**src/rtl/fft_stage_sequencer.sv**
```systemverilog
// Radix-2 FFT butterfly address sequencer.
// Walks the stages, issues (a, b, twiddle) tuples and drains the pipe between stages.
module fft_stage_sequencer #(
  parameter int FFT_POINTS   = 1024,
  parameter int PIPE_LATENCY = 4
) (
  input  logic                                   clk,
  input  logic                                   rst_n,
  input  logic                                   start,
  input  logic                                   bf_ready,
  output logic                                   bf_valid,
  output logic [$clog2(FFT_POINTS)-1:0]          bf_addr_a,
  output logic [$clog2(FFT_POINTS)-1:0]          bf_addr_b,
  output logic [$clog2(FFT_POINTS)-1:0]          bf_tw_index,
  output logic [$clog2($clog2(FFT_POINTS))-1:0]  bf_stage,
  output logic                                   bf_last,
  output logic                                   busy,
  output logic                                   done
);

  localparam int L  = $clog2(FFT_POINTS);
  localparam int AW = L;
  localparam int SW = $clog2(L);
  localparam int KW = L - 1;

  localparam logic [KW-1:0] K_LAST  = {KW{1'b1}};
  localparam logic [SW-1:0] S_FINAL = SW'(L - 1);
  localparam logic [7:0]    DRAIN_N = 8'(PIPE_LATENCY);

  typedef enum logic [1:0] {
    S_IDLE,
    S_ISSUE,
    S_DRAIN,
    S_DONE
  } state_t;

  state_t        r_state;
  logic [SW-1:0] r_s;
  logic [KW-1:0] r_k;
  logic [7:0]    r_drain;

  logic          r_valid;
  logic [AW-1:0] r_a;
  logic [AW-1:0] r_b;
  logic [AW-1:0] r_tw;
  logic [SW-1:0] r_stage;
  logic          r_last;
  logic          r_busy;
  logic          r_done;

  state_t        w_state;
  logic [SW-1:0] w_s;
  logic [KW-1:0] w_k;
  logic [7:0]    w_drain;
  logic          w_hs;

  logic [AW-1:0] w_kx;
  logic [AW-1:0] w_mask;
  logic [AW-1:0] w_j;
  logic [AW-1:0] w_a;
  logic [AW-1:0] w_b;
  logic [AW-1:0] w_tw;
  logic [SW-1:0] w_tw_sh;
  logic          w_issue;

  assign w_hs = (r_state == S_ISSUE) & bf_ready;

  // Next-state, stage, butterfly-index and drain counter.
  always_comb begin
    w_state = r_state;
    w_s     = r_s;
    w_k     = r_k;
    w_drain = r_drain;
    unique case (r_state)
      S_IDLE: begin
        if (start) begin
          w_state = S_ISSUE;
          w_s     = '0;
          w_k     = '0;
        end
      end
      S_ISSUE: begin
        if (w_hs) begin
          if (r_k == K_LAST) begin
            if (PIPE_LATENCY > 0) begin
              w_state = S_DRAIN;
              w_drain = DRAIN_N;
            end else if (r_s == S_FINAL) begin
              w_state = S_DONE;
            end else begin
              w_s = r_s + 1'b1;
              w_k = '0;
            end
          end else begin
            w_k = r_k + 1'b1;
          end
        end
      end
      S_DRAIN: begin
        if (r_drain <= 8'd1) begin
          w_drain = '0;
          if (r_s == S_FINAL) begin
            w_state = S_DONE;
          end else begin
            w_state = S_ISSUE;
            w_s     = r_s + 1'b1;
            w_k     = '0;
          end
        end else begin
          w_drain = r_drain - 8'd1;
        end
      end
      S_DONE: begin
        w_state = S_IDLE;
        w_s     = '0;
        w_k     = '0;
      end
      default: w_state = S_IDLE;
    endcase
  end

  // Tuple for the next cycle: a inserts a zero bit at position s into k.
  always_comb begin
    w_issue = (w_state == S_ISSUE);
    w_kx    = {1'b0, w_k};
    w_mask  = (AW'(1) << w_s) - AW'(1);
    w_j     = w_kx & w_mask;
    w_a     = ((w_kx & ~w_mask) << 1) | w_j;
    w_b     = w_a | (AW'(1) << w_s);
    w_tw_sh = S_FINAL - w_s;
    w_tw    = w_j << w_tw_sh;
    if (!w_issue) begin
      w_a  = '0;
      w_b  = '0;
      w_tw = '0;
    end
  end

  // Control state registers.
  always_ff @(posedge clk or negedge rst_n) begin
    if (!rst_n) begin
      r_state <= S_IDLE;
      r_s     <= '0;
      r_k     <= '0;
      r_drain <= '0;
    end else begin
      r_state <= w_state;
      r_s     <= w_s;
      r_k     <= w_k;
      r_drain <= w_drain;
    end
  end

  // Registered outputs derived from the next state.
  always_ff @(posedge clk or negedge rst_n) begin
    if (!rst_n) begin
      r_valid <= 1'b0;
      r_a     <= '0;
      r_b     <= '0;
      r_tw    <= '0;
      r_stage <= '0;
      r_last  <= 1'b0;
      r_busy  <= 1'b0;
      r_done  <= 1'b0;
    end else begin
      r_valid <= w_issue;
      r_a     <= w_a;
      r_b     <= w_b;
      r_tw    <= w_tw;
      r_stage <= w_s;
      r_last  <= w_issue & (w_k == K_LAST);
      r_busy  <= (w_state != S_IDLE);
      r_done  <= (w_state == S_DONE);
    end
  end

  assign bf_valid    = r_valid;
  assign bf_addr_a   = r_a;
  assign bf_addr_b   = r_b;
  assign bf_tw_index = r_tw;
  assign bf_stage    = r_stage;
  assign bf_last     = r_last;
  assign busy        = r_busy;
  assign done        = r_done;

endmodule

```
**config.mk**
```make
export PLATFORM = sky130hd
export DESIGN_NAME = fft_stage_sequencer
export DESIGN_NICKNAME = d
export VERILOG_FILES = /design/src/rtl/fft_stage_sequencer.sv
export SDC_FILE = /design/constraint.sdc
export NUM_CORES = 1
export LEC_CHECK = 0
export ABC_AREA = 1
export CORE_UTILIZATION = 51
export CTS_CLUSTER_DIAMETER = 100
export DETAILED_ROUTE_END_ITERATION = 7
export GPL_TIMING_DRIVEN = 0
export HOLD_SLACK_MARGIN = 0.1
export PLACE_DENSITY = 0.83
export SLEW_MARGIN = 20
export SYNTH_ARGS = -nofsm -noshare
export SYNTH_HDL_FRONTEND = slang
export SYNTH_SLANG_ARGS = --single-unit
```
**constraint.sdc**
```tcl
create_clock -name clk -period 2.6 [get_ports clk]
set_input_delay 0.78 -clock clk [delete_from_list [all_inputs] [get_ports clk]]
set_output_delay 0.78 -clock clk [all_outputs]
set_load 0.01 [all_outputs]
```
* Word level (Yosys, flattened, before mapping)
Cells that the tools add are included.
** Cells by class
- Order comparisons :: 1
- Shift-type cells :: 2
- Multiplexer cells :: 23
- Reductions and logical operators :: 4
- Div/mod/pow operators :: 0
- Bitwise operators :: 7
- Multipliers :: 0
- Equality and inequality tests :: 10
- Add/subtract/negate cells :: 5
** Operators with widths (count)
- 9-bit two-way mux :: 5
- 9-bit one-hot mux with 4 select lines :: 1
- 10-bit two-way mux :: 3
- 8-bit two-way mux :: 3
- 10-bit OR :: 2
- 9-bit == test (second input constant) :: 2
- 4-bit one-hot mux with 4 select lines :: 1
- 8-bit one-hot mux with 2 select lines :: 1
- 4-bit two-way mux :: 3
- 9-bit by 10-bit bitwise AND with 10-bit output :: 1
- 2-bit two-way mux :: 5
- 1-bit by 4-bit left shift with 10-bit output (first input constant) :: 1
- 10-bit by 4-bit left shift with 10-bit output :: 1
- 10-bit by 2-bit subtractor with 10-bit output (second input constant) :: 1
- 9-bit by 1-bit adder with 9-bit output (second input constant) :: 1
- 9-bit bitwise AND :: 1
- 9-bit inverter :: 1
- 8-bit by 1-bit <= comparator with 1-bit output (second input constant) :: 1
- 2-bit one-hot mux with 4 select lines :: 1
- 8-bit by 1-bit subtractor with 8-bit output (second input constant) :: 1
- 2-bit == test (second input constant) :: 3
- 4-bit by 1-bit adder with 4-bit output (second input constant) :: 1
- 2-bit by 1-bit == test with 1-bit output (second input constant) :: 2
- 4-bit == test (second input constant) :: 1
- other kinds (7) :: 9
** Word-level totals
- Memory bits (read-only) :: 0
- Bits in latches :: 0
- Flip-flop bits (word level) :: 57
- RAM bits :: 0
- Memories :: 0

* Logic depth before layout (Yosys ltp)
- Word-level depth :: 11
- Depth in mapped cells :: 23
- Depth with buffers taken out :: 23

* Worst setup path before layout
OpenSTA, ideal clock, no wires.
- Path kind :: register -> register
- Start point :: register r_drain[0]
- End point :: register r_tw[9] (netlist: bf_tw_index[9])
- Path buffers :: 0
- Setup slack :: -0.015 ns
- Cell stages (with the launch flop) :: 24
- Clock period less this slack :: 2.615 ns
- Setup time :: 0.073 ns
- Required time :: 2.527 ns
- Data arrival time :: 2.542 ns
- Cell sequence :: dfrtp_1 -> inv_1 -> ha_1 -> inv_2 -> nand2_1 -> nand2_1 -> nor2_8 -> nand2_1 -> nand3_1 -> nand2_2 -> nand2_2 -> nand2_4 -> inv_2 -> nand2_1 -> ha_1 -> inv_1 -> nand2_1 -> inv_1 -> nand2_1 -> o21ai_2 -> nand2_1 -> o21ai_1 -> inv_1 -> a21oi_2
** On the way
- Cells in the longest elaborated chain, start to end :: 8
** Ends and longest elaborated chain
- from (decl) :: line 40 : logic [7:0] r_drain;
- from (signal assigned) :: line 150 : r_drain <= w_drain;
- 8-bit by 1-bit <= comparator with 1-bit output (*) :: line 100 : if (r_drain <= 8'd1) begin
- 4-bit two-way mux :: line 100
- 4-bit one-hot mux with 4 select lines :: line 74 : unique case (r_state)
- 1-bit by 4-bit left shift with 10-bit output :: line 126 : w_mask = (AW'(1) << w_s) - AW'(1);
- 10-bit by 2-bit subtractor with 10-bit output :: line 126
- 9-bit by 10-bit bitwise AND with 10-bit output :: line 127 : w_j = w_kx & w_mask;
- 10-bit by 4-bit left shift with 10-bit output :: line 131 : w_tw = w_j << w_tw_sh;
- 10-bit two-way mux (*) :: line 132 : if (!w_issue) begin
- named net w_tw[9] :: line 62 : logic [AW-1:0] w_tw;
- to (signal assigned) :: line 169 : r_tw <= w_tw;
- to (decl) :: line 45 : logic [AW-1:0] r_tw;
The timed path passes the listed nets; every way through them passes the cells marked *.
A chain may end at the register's enable or synchronous reset.

* Final worst setup path
Same ends and word-level chain as after synthesis.

==> metrics.txt <==
# TYPE chip_impl_metric gauge
chip_impl_info{name="status",value="finished, final reports clean"} 1
chip_impl_metric{name="post-synth-top-area-fraction",unit="%"} 40.5
chip_impl_info{name="setup_repair_after_global_routing_missed_its_margin",value="yes"} 1
chip_impl_metric{name="final.hold.worst_slack",unit="ns"} 0.495
chip_impl_metric{name="grt_overflow_total",unit=""} 0
chip_impl_metric{name="syn_avg_cell_area",unit="sq um"} 8.09
chip_impl_info{name="ys_top_cells_by_area",value="sky130_fd_sc_hd__dfrtp_1, sky130_fd_sc_hd__nand2_1, sky130_fd_sc_hd__nand3_1"} 1
chip_impl_info{name="post-synth-top-area-cell",value="sky130_fd_sc_hd__dfrtp_1"} 1
chip_impl_metric{name="cts-root-to-sink-buffers",unit=""} 2
chip_impl_metric{name="largest_fanout_on_the_critical_path",unit=""} 6
chip_impl_metric{name="share_of_post_route_cells_with_drive_strength_above_1",unit="%"} 35.2
chip_impl_metric{name="multi_input_comb_area",unit="sq um"} 2070
chip_impl_metric{name="area.growth.synth_to_final",unit="%"} 37.8
chip_impl_metric{name="io_buffers",unit=""} 41
chip_impl_metric{name="die-height",unit="microns"} 85.1
chip_impl_metric{name="setup_viol",unit=""} 0
chip_impl_metric{name="floorplan.initialDensity",unit="%"} 54.3
chip_impl_metric{name="drcViolationCount",unit=""} 0
chip_impl_metric{name="synth_area",unit="sq um"} 3530
chip_impl_metric{name="post-place-ws",unit="ns"} -0.798
chip_impl_metric{name="finalNetCount",unit=""} 542
chip_impl_metric{name="timing.final.max_slew_violations",unit=""} 0
chip_impl_metric{name="worst-slew-pin-transition",unit="ns"} 0.724
chip_impl_info{name="postSynth.topFlopCell",value="sky130_fd_sc_hd__dfrtp_1"} 1
chip_impl_metric{name="clkSlewWorstSetupHoldPaths",unit="ns"} 0.07
chip_impl_metric{name="endpoint_required_time_on_the_critical_path",unit="ns"} 2.87
chip_impl_metric{name="drt.antenna.violating_nets",unit=""} 0
chip_impl_metric{name="min_period",unit="ns"} 2.58
chip_impl_metric{name="max_cap_violations",unit=""} 0
chip_impl_info{name="holdCritPathClass",value="in2async"} 1
chip_impl_metric{name="globalplace.congestion",unit=""} 0.916
chip_impl_metric{name="cts_hold_buf",unit=""} 0
chip_impl_metric{name="filler_cell_count",unit=""} 423
chip_impl_metric{name="design.portCount",unit=""} 42
chip_impl_metric{name="postRouteWirelength",unit="microns"} 10100
chip_impl_info{name="clock_tree.root_cell",value="sky130_fd_sc_hd__clkbuf_8"} 1
chip_impl_metric{name="drt_iter0_drc",unit=""} 248
chip_impl_info{name="timing.critical_path.cells",value="inv_4, ha_4, inv_4, nand2_4, nand2_4, nor2_8, nand2_2, nand3_2, nand2_2, nand2_4, nand2_4, inv_4, nand2_4, ha_4, inv_2, nand2_2, inv_2, nand2_2, o21ai_2, nand2_2, o21ai_2, inv_1, a21oi_2"} 1
chip_impl_metric{name="seq_area_frac_synth",unit="%"} 40.5
chip_impl_metric{name="finClkSkew",unit="ns"} 0.0119
chip_impl_info{name="worstSetupEndpointType",value="flop"} 1
chip_impl_metric{name="dr_total_vias",unit=""} 3471
chip_impl_metric{name="syn-instance-count",unit=""} 436
chip_impl_metric{name="design.die.area",unit="sq um"} 7250
chip_impl_metric{name="timing.final.hold_violations",unit=""} 0
chip_impl_metric{name="largest_net_degree_at_the_start_of_global_routing",unit=""} 58
chip_impl_metric{name="area_of_the_core",unit="sq um"} 6490
chip_impl_metric{name="worst-r2r-setup-slack",unit="ns"} 0.02
chip_impl_metric{name="tritoncts_num_sinks",unit=""} 57
chip_impl_metric{name="synth_nets",unit=""} 447
chip_impl_info{name="worst_r2r_start",value="r_drain[0]"} 1
chip_impl_info{name="cts_tree",value="done"} 1
chip_impl_metric{name="synthesis.yosys.warnings",unit=""} 0
chip_impl_metric{name="slowest_delay",unit="ns"} 0.43
chip_impl_metric{name="antenna_cells_inserted",unit=""} 0
chip_impl_metric{name="viasPerCell",unit=""} 5.68
chip_impl_metric{name="hpwlAfterDp",unit="microns"} 6330
chip_impl_metric{name="drt_pass1_iterations",unit=""} 5
chip_impl_metric{name="first_pass_grt_wire_length",unit="microns"} 15500
chip_impl_metric{name="critical_path_arrival",unit="ns"} 2.86
chip_impl_metric{name="rr_worst_depth",unit=""} 23
chip_impl_metric{name="detail_route.wl_per_cell",unit="microns"} 16.6
chip_impl_metric{name="vdd.ir_drop.worst",unit="V"} 0.000846
chip_impl_metric{name="fraction_of_registers_with_async_set_or_reset_after_synthesis",unit="%"} 100
chip_impl_metric{name="grt_antenna_before_repair",unit=""} 0
chip_impl_metric{name="number_of_enable_type_register_cells_in_the_synthesized_netlist",unit=""} 0
chip_impl_metric{name="fp.dieW",unit="microns"} 85.1
chip_impl_metric{name="power_per_cell_area",unit="nW/um^2"} 976
chip_impl_metric{name="ys_seq_elements",unit=""} 57
chip_impl_metric{name="total_leakage_power",unit="uW"} 0.00234
chip_impl_metric{name="clkLatencyLatePin",unit="ns"} 0.35
chip_impl_info{name="worstSetupStartpointType",value="flop"} 1
chip_impl_metric{name="fin_crit_sh",unit="%"} 99.4
chip_impl_metric{name="max_freq",unit="MHz"} 387
chip_impl_metric{name="yosys.cell_types.count",unit=""} 41
chip_impl_metric{name="slew_headroom",unit="%"} 51.8
chip_impl_info{name="timing.critical_path.slowest_stage_cell",value="sky130_fd_sc_hd__dfrtp_2"} 1
chip_impl_metric{name="layout_setup_ws",unit="ns"} 0.0158
chip_impl_metric{name="regArea",unit="sq um"} 1430
chip_impl_metric{name="grt_pass1_vias",unit=""} 3345
chip_impl_metric{name="cts.htree.levels",unit=""} 3
chip_impl_metric{name="total_routing_usage_gr",unit="%"} 27.9
chip_impl_info{name="endpoint_of_the_worst_register_to_register_path",value="bf_tw_index[9]"} 1
chip_impl_metric{name="floorplan.rows",unit=""} 29
chip_impl_metric{name="cts_inserted_buffers",unit=""} 9
chip_impl_info{name="timing_worst_setup_path_type",value="reg2reg"} 1
==> power by group <==
part	switching (uW)	total [uW]	internal, uW
Clock	363	943	580
Combinational	1430	2520	1100
Sequential	145	1280	1130
==> placed cells by master, fill, tap and decap left out, types with 16 or more instances in the layout <==
cell | Yosys | final
sky130_fd_sc_hd__clkdlybuf4s50_1 | 0 | 38
sky130_fd_sc_hd__dfrtp_1 | 57 | 54
sky130_fd_sc_hd__nand3_1 | 44 | 37
sky130_fd_sc_hd__inv_1 | 54 | 44
sky130_fd_sc_hd__o21ai_0 | 17 | 16
sky130_fd_sc_hd__a21oi_1 | 20 | 19
sky130_fd_sc_hd__nor2_1 | 30 | 27
sky130_fd_sc_hd__nand2_2 | 16 | 25
sky130_fd_sc_hd__buf_4 | 2 | 47
sky130_fd_sc_hd__nand2_1 | 89 | 71
==> how the worst max path moves through the flow <==
stage | startpoint | slack, ns | depth (start not counted) | end
floorplan | r_drain[0] | 0.02 | 23 | bf_tw_index[9]
global placement | rst_n | -1.16 | 1 | bf_stage[0]
detailed placement | start | -0.80 | 16 | bf_addr_b[7]
CTS | r_drain[0] | 0.005 | 23 | bf_tw_index[9]
global route | bf_stage[1] | -0.15 | 23 | bf_tw_index[9]
finish | r_drain[0] | 0.02 | 23 | bf_tw_index[9]
==> timing repair <==
item,CTS,global route
gates resized for setup,34,48
buffers inserted,21,22
setup endpoints to repair,27,29
pin swaps,12,24
hold endpoints to repair,0,0
==> through the flow <==
step / setup TNS [ns] / instance area (sq um) / utilization [%] / std cells / total power [uW]
5_1_grt: -1.65 / 4860 / 74.8 / 611 / 4990
6_report: 0 / 4860 / 74.8 / 611 / 4740
4_1_cts: 0 / 4530 / 69.7 / 589 / 4440
2_1_floorplan: 0 / 3530 / - / 436 / 2630
3_3_place_gp: -68.01 / 4040 / 62.2 / 554 / 3310
3_5_place_dp: -13.95 / 4040 / 62.2 / 554 / 3340
==> worst max-delay path, delay by kind of cell (launching register included) <==
| kind | cells | cell delay [ns] |
|---|---|---|
| simple gates | 12 | 0.95 |
| flops | 1 | 0.43 |
| fa+ha+maj | 2 | 0.41 |
| buf+inv | 6 | 0.39 |
| compound gates | 3 | 0.31 |
==> cells in the mapped netlist (5+ instances only) <==
master	count
sky130_fd_sc_hd__a21oi_1	20
sky130_fd_sc_hd__a21oi_2	6
sky130_fd_sc_hd__dfrtp_1	57
sky130_fd_sc_hd__ha_1	7
sky130_fd_sc_hd__inv_1	54
sky130_fd_sc_hd__inv_2	11
sky130_fd_sc_hd__nand2_1	89
sky130_fd_sc_hd__nand2_2	16
sky130_fd_sc_hd__nand3_1	44
sky130_fd_sc_hd__nand3_2	7
sky130_fd_sc_hd__nand4_1	6
sky130_fd_sc_hd__nor2_1	30
sky130_fd_sc_hd__nor2_4	7
sky130_fd_sc_hd__o211ai_1	6
sky130_fd_sc_hd__o21ai_0	17
sky130_fd_sc_hd__o21ai_1	7
sky130_fd_sc_hd__xor2_1	5
==> layer usage <==
layer  up-vias  track usage, %  part of all wire [%]
met2       182            47.4                    51
met1      1637            34.4                    39
met5         -               0                     0
li1       1624               -                     -
met3        28            4.38                   7.1
met4         0            14.5                   3.0
==> cell type report <==
class,instances,area share [%]
Buffer,5,0.669
Clock buffer,11,3.12
Clock inverter,3,1.34
Inverter,68,5.84
Multi-Input combinational cell,306,42.6
Sequential cell,57,29.4
Tap cell,77,1.98
Timing Repair Buffer,84,15.1
==> flip-flops by register name (all words and copies together) (netlist names) <==
register and cells:
bf_tw_index 10, r_drain 8, done 1, r_state 2
bf_addr_a 10, busy 1, bf_addr_b 10, bf_stage 4
bf_valid 1, bf_last 1, r_k 9
==> cells by family (layout without fill, tap and decap cells) <==
family	after synthesis	in the layout	share of synthesized area (%)
buf+inv	73	171	8.27
xor+xnor	7	7	1.74
fa+ha+maj	7	7	2.48
simple gates	218	218	32.3
flops	57	57	40.5
compound gates	74	74	14.8
(Power assumes the default switching activity.)
